[config.mk]
export PLATFORM = sky130hd
export DESIGN_NAME = pipe_skid_ctrl_flat
export DESIGN_NICKNAME = d
export VERILOG_FILES = /design/src/rtl/pipe_skid_ctrl_if.sv /design/src/rtl/pipe_skid_ctrl.sv /design/src/flat_wrapper.sv
export SDC_FILE = /design/constraint.sdc
export NUM_CORES = 1
export LEC_CHECK = 0
export CAP_MARGIN = 25
export CORE_MARGIN = 5
export CORE_UTILIZATION = 49
export DETAILED_ROUTE_END_ITERATION = 12
export GPL_ROUTABILITY_DRIVEN = 1
export GPL_TIMING_DRIVEN = 0
export PLACE_DENSITY = 0.77
export SETUP_SLACK_MARGIN = 0.2
export SYNTH_ARGS = -nofsm -noshare
export SYNTH_HDL_FRONTEND = slang
export SYNTH_SLANG_ARGS = --single-unit
[constraint.sdc]
create_clock -name clk -period 2.3 [get_ports clk]
set_input_delay 0.46 -clock clk [delete_from_list [all_inputs] [get_ports clk]]
set_output_delay 0.46 -clock clk [all_outputs]
set_load 0.02 [all_outputs]
[src/rtl/pipe_skid_ctrl_if.sv]
// Valid/ready handshake bundle for the two-entry skid stage.
// master drives the upstream/downstream controls, slave is the stage.
interface pipe_skid_ctrl_if #(
  parameter int WIDTH = 222
);
  logic             in_valid;
  logic [WIDTH-1:0] in_data;
  logic             in_ready;
  logic             out_valid;
  logic [WIDTH-1:0] out_data;
  logic             out_ready;
  logic             flush;
  logic [1:0]       occupancy;
  logic [15:0]      stall_count;

  modport master (
    output in_valid, in_data, out_ready, flush,
    input  in_ready, out_valid, out_data,
    input  occupancy, stall_count
  );

  modport slave (
    input  in_valid, in_data, out_ready, flush,
    output in_ready, out_valid, out_data,
    output occupancy, stall_count
  );
endinterface

[src/rtl/pipe_skid_ctrl.sv]
// Two-entry (main + skid) pipeline stage controller with flush
// and a saturating downstream stall counter.
module pipe_skid_ctrl #(
  parameter int WIDTH = 222
) (
  input logic             clk,
  input logic             reset,
  pipe_skid_ctrl_if.slave bus
);

  typedef enum logic [1:0] {
    EMPTY = 2'd0,
    BUSY  = 2'd1,
    FULL  = 2'd2
  } state_e;

  state_e           state_q, state_d;
  logic [WIDTH-1:0] main_q, main_d;
  logic [WIDTH-1:0] skid_q, skid_d;
  logic             in_ready_q, in_ready_d;
  logic [15:0]      stall_q, stall_d;

  logic out_valid;
  logic accept;
  logic emit;

  assign out_valid = (state_q != EMPTY);
  assign accept    = bus.in_valid & in_ready_q;
  assign emit      = out_valid & bus.out_ready;

  always_comb begin
    state_d = state_q;
    main_d  = main_q;
    skid_d  = skid_q;
    unique case (state_q)
      EMPTY: begin
        if (accept) begin
          main_d  = bus.in_data;
          state_d = BUSY;
        end
      end
      BUSY: begin
        if (accept && emit) begin
          main_d = bus.in_data;
        end else if (accept) begin
          skid_d  = bus.in_data;
          state_d = FULL;
        end else if (emit) begin
          state_d = EMPTY;
        end
      end
      FULL: begin
        if (emit) begin
          main_d  = skid_q;
          state_d = BUSY;
        end
      end
      default: state_d = EMPTY;
    endcase
    // Flush wins; register contents are left as-is (don't-care).
    if (bus.flush) begin
      state_d = EMPTY;
    end
    in_ready_d = (state_d != FULL);
  end

  always_comb begin
    stall_d = stall_q;
    if (out_valid && !bus.out_ready && (stall_q != 16'hFFFF)) begin
      stall_d = stall_q + 16'd1;
    end
  end

  always_ff @(posedge clk) begin
    if (reset) begin
      state_q    <= EMPTY;
      main_q     <= '0;
      skid_q     <= '0;
      in_ready_q <= 1'b1;
      stall_q    <= '0;
    end else begin
      state_q    <= state_d;
      main_q     <= main_d;
      skid_q     <= skid_d;
      in_ready_q <= in_ready_d;
      stall_q    <= stall_d;
    end
  end

  always_comb begin
    unique case (state_q)
      BUSY:    bus.occupancy = 2'd1;
      FULL:    bus.occupancy = 2'd2;
      default: bus.occupancy = 2'd0;
    endcase
  end

  assign bus.out_valid   = out_valid;
  assign bus.out_data    = main_q;
  assign bus.in_ready    = in_ready_q;
  assign bus.stall_count = stall_q;

endmodule

[src/flat_wrapper.sv]
// flat-port wrapper written by rule: the top's interface ports become plain ports
module pipe_skid_ctrl_flat 
#(
  parameter int WIDTH = 222
)
  (clk, reset, bus_in_valid, bus_in_data, bus_out_ready, bus_flush, bus_in_ready, bus_out_valid, bus_out_data, bus_occupancy, bus_stall_count);
  pipe_skid_ctrl_if #(.WIDTH(WIDTH)) bus_i ();
  input logic clk;
  input logic reset;
  input wire logic [$bits(bus_i.in_valid)-1:0] bus_in_valid;
  input wire logic [$bits(bus_i.in_data)-1:0] bus_in_data;
  input wire logic [$bits(bus_i.out_ready)-1:0] bus_out_ready;
  input wire logic [$bits(bus_i.flush)-1:0] bus_flush;
  output wire logic [$bits(bus_i.in_ready)-1:0] bus_in_ready;
  output wire logic [$bits(bus_i.out_valid)-1:0] bus_out_valid;
  output wire logic [$bits(bus_i.out_data)-1:0] bus_out_data;
  output wire logic [$bits(bus_i.occupancy)-1:0] bus_occupancy;
  output wire logic [$bits(bus_i.stall_count)-1:0] bus_stall_count;
  assign bus_i.in_valid = bus_in_valid;
  assign bus_i.in_data = bus_in_data;
  assign bus_i.out_ready = bus_out_ready;
  assign bus_i.flush = bus_flush;
  assign bus_in_ready = bus_i.in_ready;
  assign bus_out_valid = bus_i.out_valid;
  assign bus_out_data = bus_i.out_data;
  assign bus_occupancy = bus_i.occupancy;
  assign bus_stall_count = bus_i.stall_count;
  pipe_skid_ctrl #(.WIDTH(WIDTH)) u_core (.clk(clk), .reset(reset), .bus(bus_i));
endmodule
Yosys cells after proc, flatten, opt, wreduce, memory -nomap -nowiden:

Cells that the tools add are included.

* word-level logic and storage cells: 37
* bits of input ports: 227
* output and inout port bits: 242
* bits in registers: 463

* mux-type cells: 12
* equality and inequality tests: 7
* $add $sub $neg: 1
* reductions and logical operators: 9
* bitwise operators: 3

Operators with widths (number)
* $mux W222: 3
* $pmux W222 S3: 1
* $add A16 B1 Y16 const B: 1
* $ne A16 B16 Y1 const B: 1
* $mux W2: 6
* $ne A2 B1 Y1 const B: 3
* $pmux W2 S3: 1
* $pmux W2 S2: 1
* $reduce_and A4 Y1: 1
* $logic_and A1 B1 Y1: 3
* $reduce_and A3 Y1: 1
* $reduce_bool A3 Y1: 1
* $and A1 B1 Y1: 2
* $eq A2 B1 Y1 const B: 1
* $eq A2 B2 Y1 const B: 1
* $logic_not A2 Y1: 1
* $ne A2 B2 Y1 const B: 1
* $reduce_bool A2 Y1: 1
* $logic_not A1 Y1: 1
* $not A1 Y1: 1

Logic depth before layout (Yosys ltp):

Gate-level depths: netlist of run 1.

* depth after elaboration: 8
* depth in mapped cells: 7
* depth with buffers taken out: 5

Worst setup path after synthesis of run 1:

No wires, ideal clock.

* path kind: flip-flop to flip-flop
* start point: register u_core.stall_q[0] (netlist: u_core.bus.stall_count[0])
* end point: register u_core.stall_q[2] (netlist: u_core.bus.stall_count[2])
* setup slack: 0.243 ns
* required time: 2.179 ns
* stages on the path, launching flop included: 7
* path buffers: 1
* setup time: 0.121 ns
* period minus slack after synthesis: 2.057 ns
* arrival: 1.936 ns
* cells stage by stage: dfxtp_1 > ha_1 > nand4_1 > nor4_1 > clkbuf_1 > nor3b_1 > mux2_2

* longest elaborated chain between the ends: 2
* elaborated cells on any way between the ends: 3
* classes of those cells: add/sub (1); eq/ne (1); reduce/logical (1)

RTL lines
* start: declaration: line pipe_skid_ctrl.sv:21 `logic [15:0] stall_q, stall_d;`
* start signal: assignment: line pipe_skid_ctrl.sv:86 `stall_q <= stall_d;`
* branches (longest 2 deep; another with $add A16 B1 Y16)

Parallel ways; which one is timed is not known.
A chain may end at the register's enable or synchronous reset.

Worst setup path after layout of run 1:

* start point: input port bus_out_ready
* end point: register u_core.stall_q[9] (netlist: u_core.bus.stall_count[9])

* longest elaborated chain between the ends: 3

RTL lines
* start: declaration: line flat_wrapper.sv:12 `input wire logic [$bits(bus_i.out_ready)-1:0] bus_out_ready;`
* $logic_not A1 Y1: line pipe_skid_ctrl.sv:69 `if (out_valid && !bus.out_ready && (stall_q != 16'hFFFF)) begin`
* $logic_and A1 B1 Y1 (2 in series): line pipe_skid_ctrl.sv:69

No other way between the ends.

==> impl_metrics.env, run 1 <==
export IMPL_crit_path_start_kind="input pin"
export IMPL_core_um2=36300
export IMPL_netlist_area_um2=17900
export IMPL_grt_setup_unrepaired="yes"
export IMPL_p_int_uw=14000
export IMPL_power_density_nw_per_um2=755
export IMPL_clk_pin_slew_ns=0.06
export IMPL_antenna_found_initial=15
export IMPL_root_buffer="clkbuf_16"
export IMPL_end_kind="flop"
export IMPL_grt_overflow_total=0
export IMPL_synth_distinct_cells=39
export IMPL_hold_path_class="in -> reg"
export IMPL_ys_seq_area_share_pct=51.9
export IMPL_die_area_um2=40400
export IMPL_hold_viol=0
export IMPL_hold_ws_ns=0.436
export IMPL_reg2reg_depth=5
export IMPL_cp_arrival_ns=2.67
export IMPL_drc=0
export IMPL_max_freq_mhz=457
export IMPL_grt_total_usage_pct=29.3
export IMPL_wl_per_cell_um=18.9
export IMPL_via_per_inst=5.56
export IMPL_dieHeight_um=201
export IMPL_crit_fanout=8
export IMPL_cts_buffers=47
export IMPL_hp_start="reset"
export IMPL_fin_ws_ns=0.113
export IMPL_hold_end="u_core.bus.stall_count[7]"
export IMPL_ys_seq_elements=463
export IMPL_boundaryPins=469
export IMPL_seqCellArea_um2=9270
export IMPL_antenna_left=0
export IMPL_netSwitchingFraction_pct=25.5
export IMPL_initial_utilization_pct=49.2
export IMPL_synth_area_leaders="dfxtp_1, nand2_1, a311oi_1"
export IMPL_cts_sinks=463
export IMPL_grt_pass1_wl_mm=96.9
export IMPL_drt_wl_total_mm=63.4
export IMPL_cts_path_max_buffers=3
export IMPL_max_slew_worst_pin_slew_ns=0.930
export IMPL_multiInputGateArea_um2=7810
export IMPL_clkLatencyLatePin_ns=0.56
export IMPL_synth_top_area_share_pct=51.9
export IMPL_area_growth_syn_to_layout_pct=39.4
export IMPL_drv_cap=0
export IMPL_grt_pass1_vias=17500
export IMPL_slew_viol_final=0
export IMPL_syn_nets=2541
export IMPL_synth_warnings=0
export IMPL_leakage_uw=0.00939
export IMPL_comb_power_share_pct=14.0
export IMPL_htree_levels=2
export IMPL_slowest_stage="or4b_1"
export IMPL_dpl_hpwl_mm=46.1
export IMPL_vias=18600
export IMPL_status="complete, no violations"
export IMPL_r2r_slack_ns=0.13
export IMPL_skew_ns=0.0133
export IMPL_timing_final_crit_period_ns=2.19
export IMPL_slew_headroom_pct=38.0
export IMPL_io_buffers=467
export IMPL_r2r_end="u_core.bus.stall_count[9]"
export IMPL_crit_chain="clkdlybuf4s50_1 -> o21bai_2 -> or4b_1 -> clkbuf_2 -> or4_1 -> a21oi_1"
export IMPL_critPathMaxStageDelay_ns=0.56
export IMPL_die_w_um=201
export IMPL_grt_max_degree=15
export IMPL_critPathRequiredTime_ns=2.78
export IMPL_row_count=70
export IMPL_postCtsHoldBufs=0
export IMPL_utilization_pct=68.6
export IMPL_syn_instance_count=2313
export IMPL_drtIter0Drc=1384
export IMPL_synth_top_area_cell="dfxtp_1"
export IMPL_r2r_start="u_core.bus.stall_count[5]"
export IMPL_n_fill_cell=2988
export IMPL_drive_gt1_share_pct=6.87
export IMPL_place_ws_ns=-1.20
export IMPL_pwr_share_seq_pct=45.9
export IMPL_vdd_drop_max_v=0.000558
export IMPL_p_sw_uw=4800
export IMPL_dr_pass1_iters=6
export IMPL_cts_tree="yes"
export IMPL_syn_avg_cell_area_um2=7.72
export IMPL_crit_type="in -> reg"
export IMPL_whs_path_depth=3
export IMPL_design_power_total_uw=18800
export IMPL_finalSetupViolCount=0
export IMPL_nets=3060
export IMPL_clockPowerShare_pct=40.1
export IMPL_period_share_pct=95.1
export IMPL_place_congestion=0.891
[kinds of logic (layout without fill, tap and decap cells)]
| family | after synthesis | count (layout) | synth area share [%] |
|---|---|---|---|
| simple gates | 1165 | 1165 | 25.1 |
| buf+inv | 209 | 762 | 4.46 |
| mux | 4 | 4 | 0.252 |
| compound gates | 470 | 470 | 18.1 |
| flops | 463 | 463 | 51.9 |
| other cells | 0 | 15 | 0 |
| xor+xnor | 1 | 1 | 0.0491 |
| fa+ha+maj | 1 | 1 | 0.0701 |
[cells in the final DEF (no fill, tap or decap), types with 2 or more instances in the layout]
cell,n
nand3_1,6
diode_2,15
clkbuf_16,49
clkbuf_1,106
clkbuf_2,84
buf_6,2
nor2_1,229
inv_1,6
clkbuf_4,5
or4_1,5
nand2b_1,2
dlygate4sd2_1,13
a21oi_1,230
dfxtp_2,2
and3_1,2
nor3_1,4
clkdlybuf4s50_1,442
or2_2,2
nor4_1,4
mux2_2,4
clkinv_2,9
bufinv_16,2
buf_4,5
a211oi_1,2
buf_2,15
a311oi_1,222
dlymetal6s2s_1,11
nand2_1,892
dfxtp_1,461
o31ai_1,5
clkbuf_8,9
nor2b_1,6
or3_1,3
o21ai_0,3
nand4_1,3
[registers in the layout (all words and copies together), names as in the netlist]
signal and count:
u_core.bus.in_ready 1, u_core.bus.out_data 222, u_core.bus.stall_count 16, u_core.skid_q 222
u_core.state_q 2
[critical path, delay by kind of cell]
family | cells | cell delay [ns]
AND/OR/NAND/NOR | 2 | 1.04
AO/OA/AOI/OAI | 2 | 0.47
buffers and inverters | 2 | 0.70
[power groups by stage]
stage	sequential, µW	combinational [µW]	clock [µW]
CTS	8620	2620	7600
finish	8620	2640	7540
floorplan	9140	779	0
global route	8660	2800	7950
global placement	8780	2560	0
detailed placement	8790	2600	0
[cell usage after synthesis]
master	n
nor2b_1	6
or4_1	5
and3_1	2
nand4_1	3
o21ba_2	1
or2_2	2
a311oi_1	222
xnor2_1	1
a2111o_1	1
or3b_2	1
nor4_1	5
nand2_1	892
buf_2	9
or3_1	3
o32ai_1	1
a21oi_1	230
ha_1	1
inv_2	1
nor4b_1	1
nor2_1	230
o31ai_1	5
or4b_1	1
a31oi_1	1
nand2b_1	2
o21ai_0	3
nor3_1	4
inv_1	6
clkbuf_1	188
dfxtp_1	463
o21bai_2	1
o21bai_1	1
buf_1	5
o31a_1	1
a22oi_1	1
mux2_2	4
a211oi_1	2
nand4b_1	1
nor3b_1	1
nand3_1	6
[routing by layer]
metal / global-route usage (%) / wire length, µm / up-vias
met5: 0 / 21 / -
met2: 49.3 / 30600 / 846
met4: 11.3 / 2170 / 4
li1: - / - / 8899
met1: 35.6 / 24300 / 8741
met3: 8.61 / 6250 / 137
[worst max path at each step]
stage / start / endpoint / cells past startpoint
4_1_cts: u_core.state_q[0] / bus_occupancy[1] / 5
2_1_floorplan: u_core.bus.stall_count[0] / u_core.bus.stall_count[2] / 6
5_1_grt: bus_out_ready / u_core.bus.stall_count[9] / 6
6_report: bus_out_ready / u_core.bus.stall_count[9] / 6
3_5_place_dp: bus_in_valid / u_core.bus.out_data[92] / 7
3_3_place_gp: bus_in_valid / u_core.bus.out_data[91] / 7
[final cells by class]
type,count,area share [%]
Timing Repair Buffer,470,18.9
Clock buffer,71,5.62
Multi-Input combinational cell,1641,31.4
Clock inverter,12,0.457
Inverter,7,0.136
Antenna cell,15,0.151
Tap cell,468,2.35
Buffer,202,3.72
Sequential cell,463,37.2
[repair_timing]
| item | 4_1_cts | 5_1_grt |
|---|---|---|
| setup endpoints to repair | 425 | 396 |
| pin swaps | 0 | 0 |
| setup buffers | 1 | 2 |
| resized for setup | 100 | 86 |
| hold endpoints to repair | 0 | 0 |
[stage by stage]
step / cell area, µm² / setup TNS (ns) / std cells
finish: 24900 / 0 / 3349
global route: 24900 / 0 / 3346
CTS: 24700 / 0 / 3332
detailed placement: 23100 / -352.57 / 3248
global placement: 23100 / -343.63 / 3248
floorplan: 17900 / 0 / 2313
(Power assumes the default switching activity.)
==> run 2: changes to the inputs <==
Settings changed: ABC_CLOCK_PERIOD_IN_PS set to 2300, SLEW_MARGIN set to 20.
==> results of run 2 <==
Final layout, timing and power as in run 1 (identical DEF).
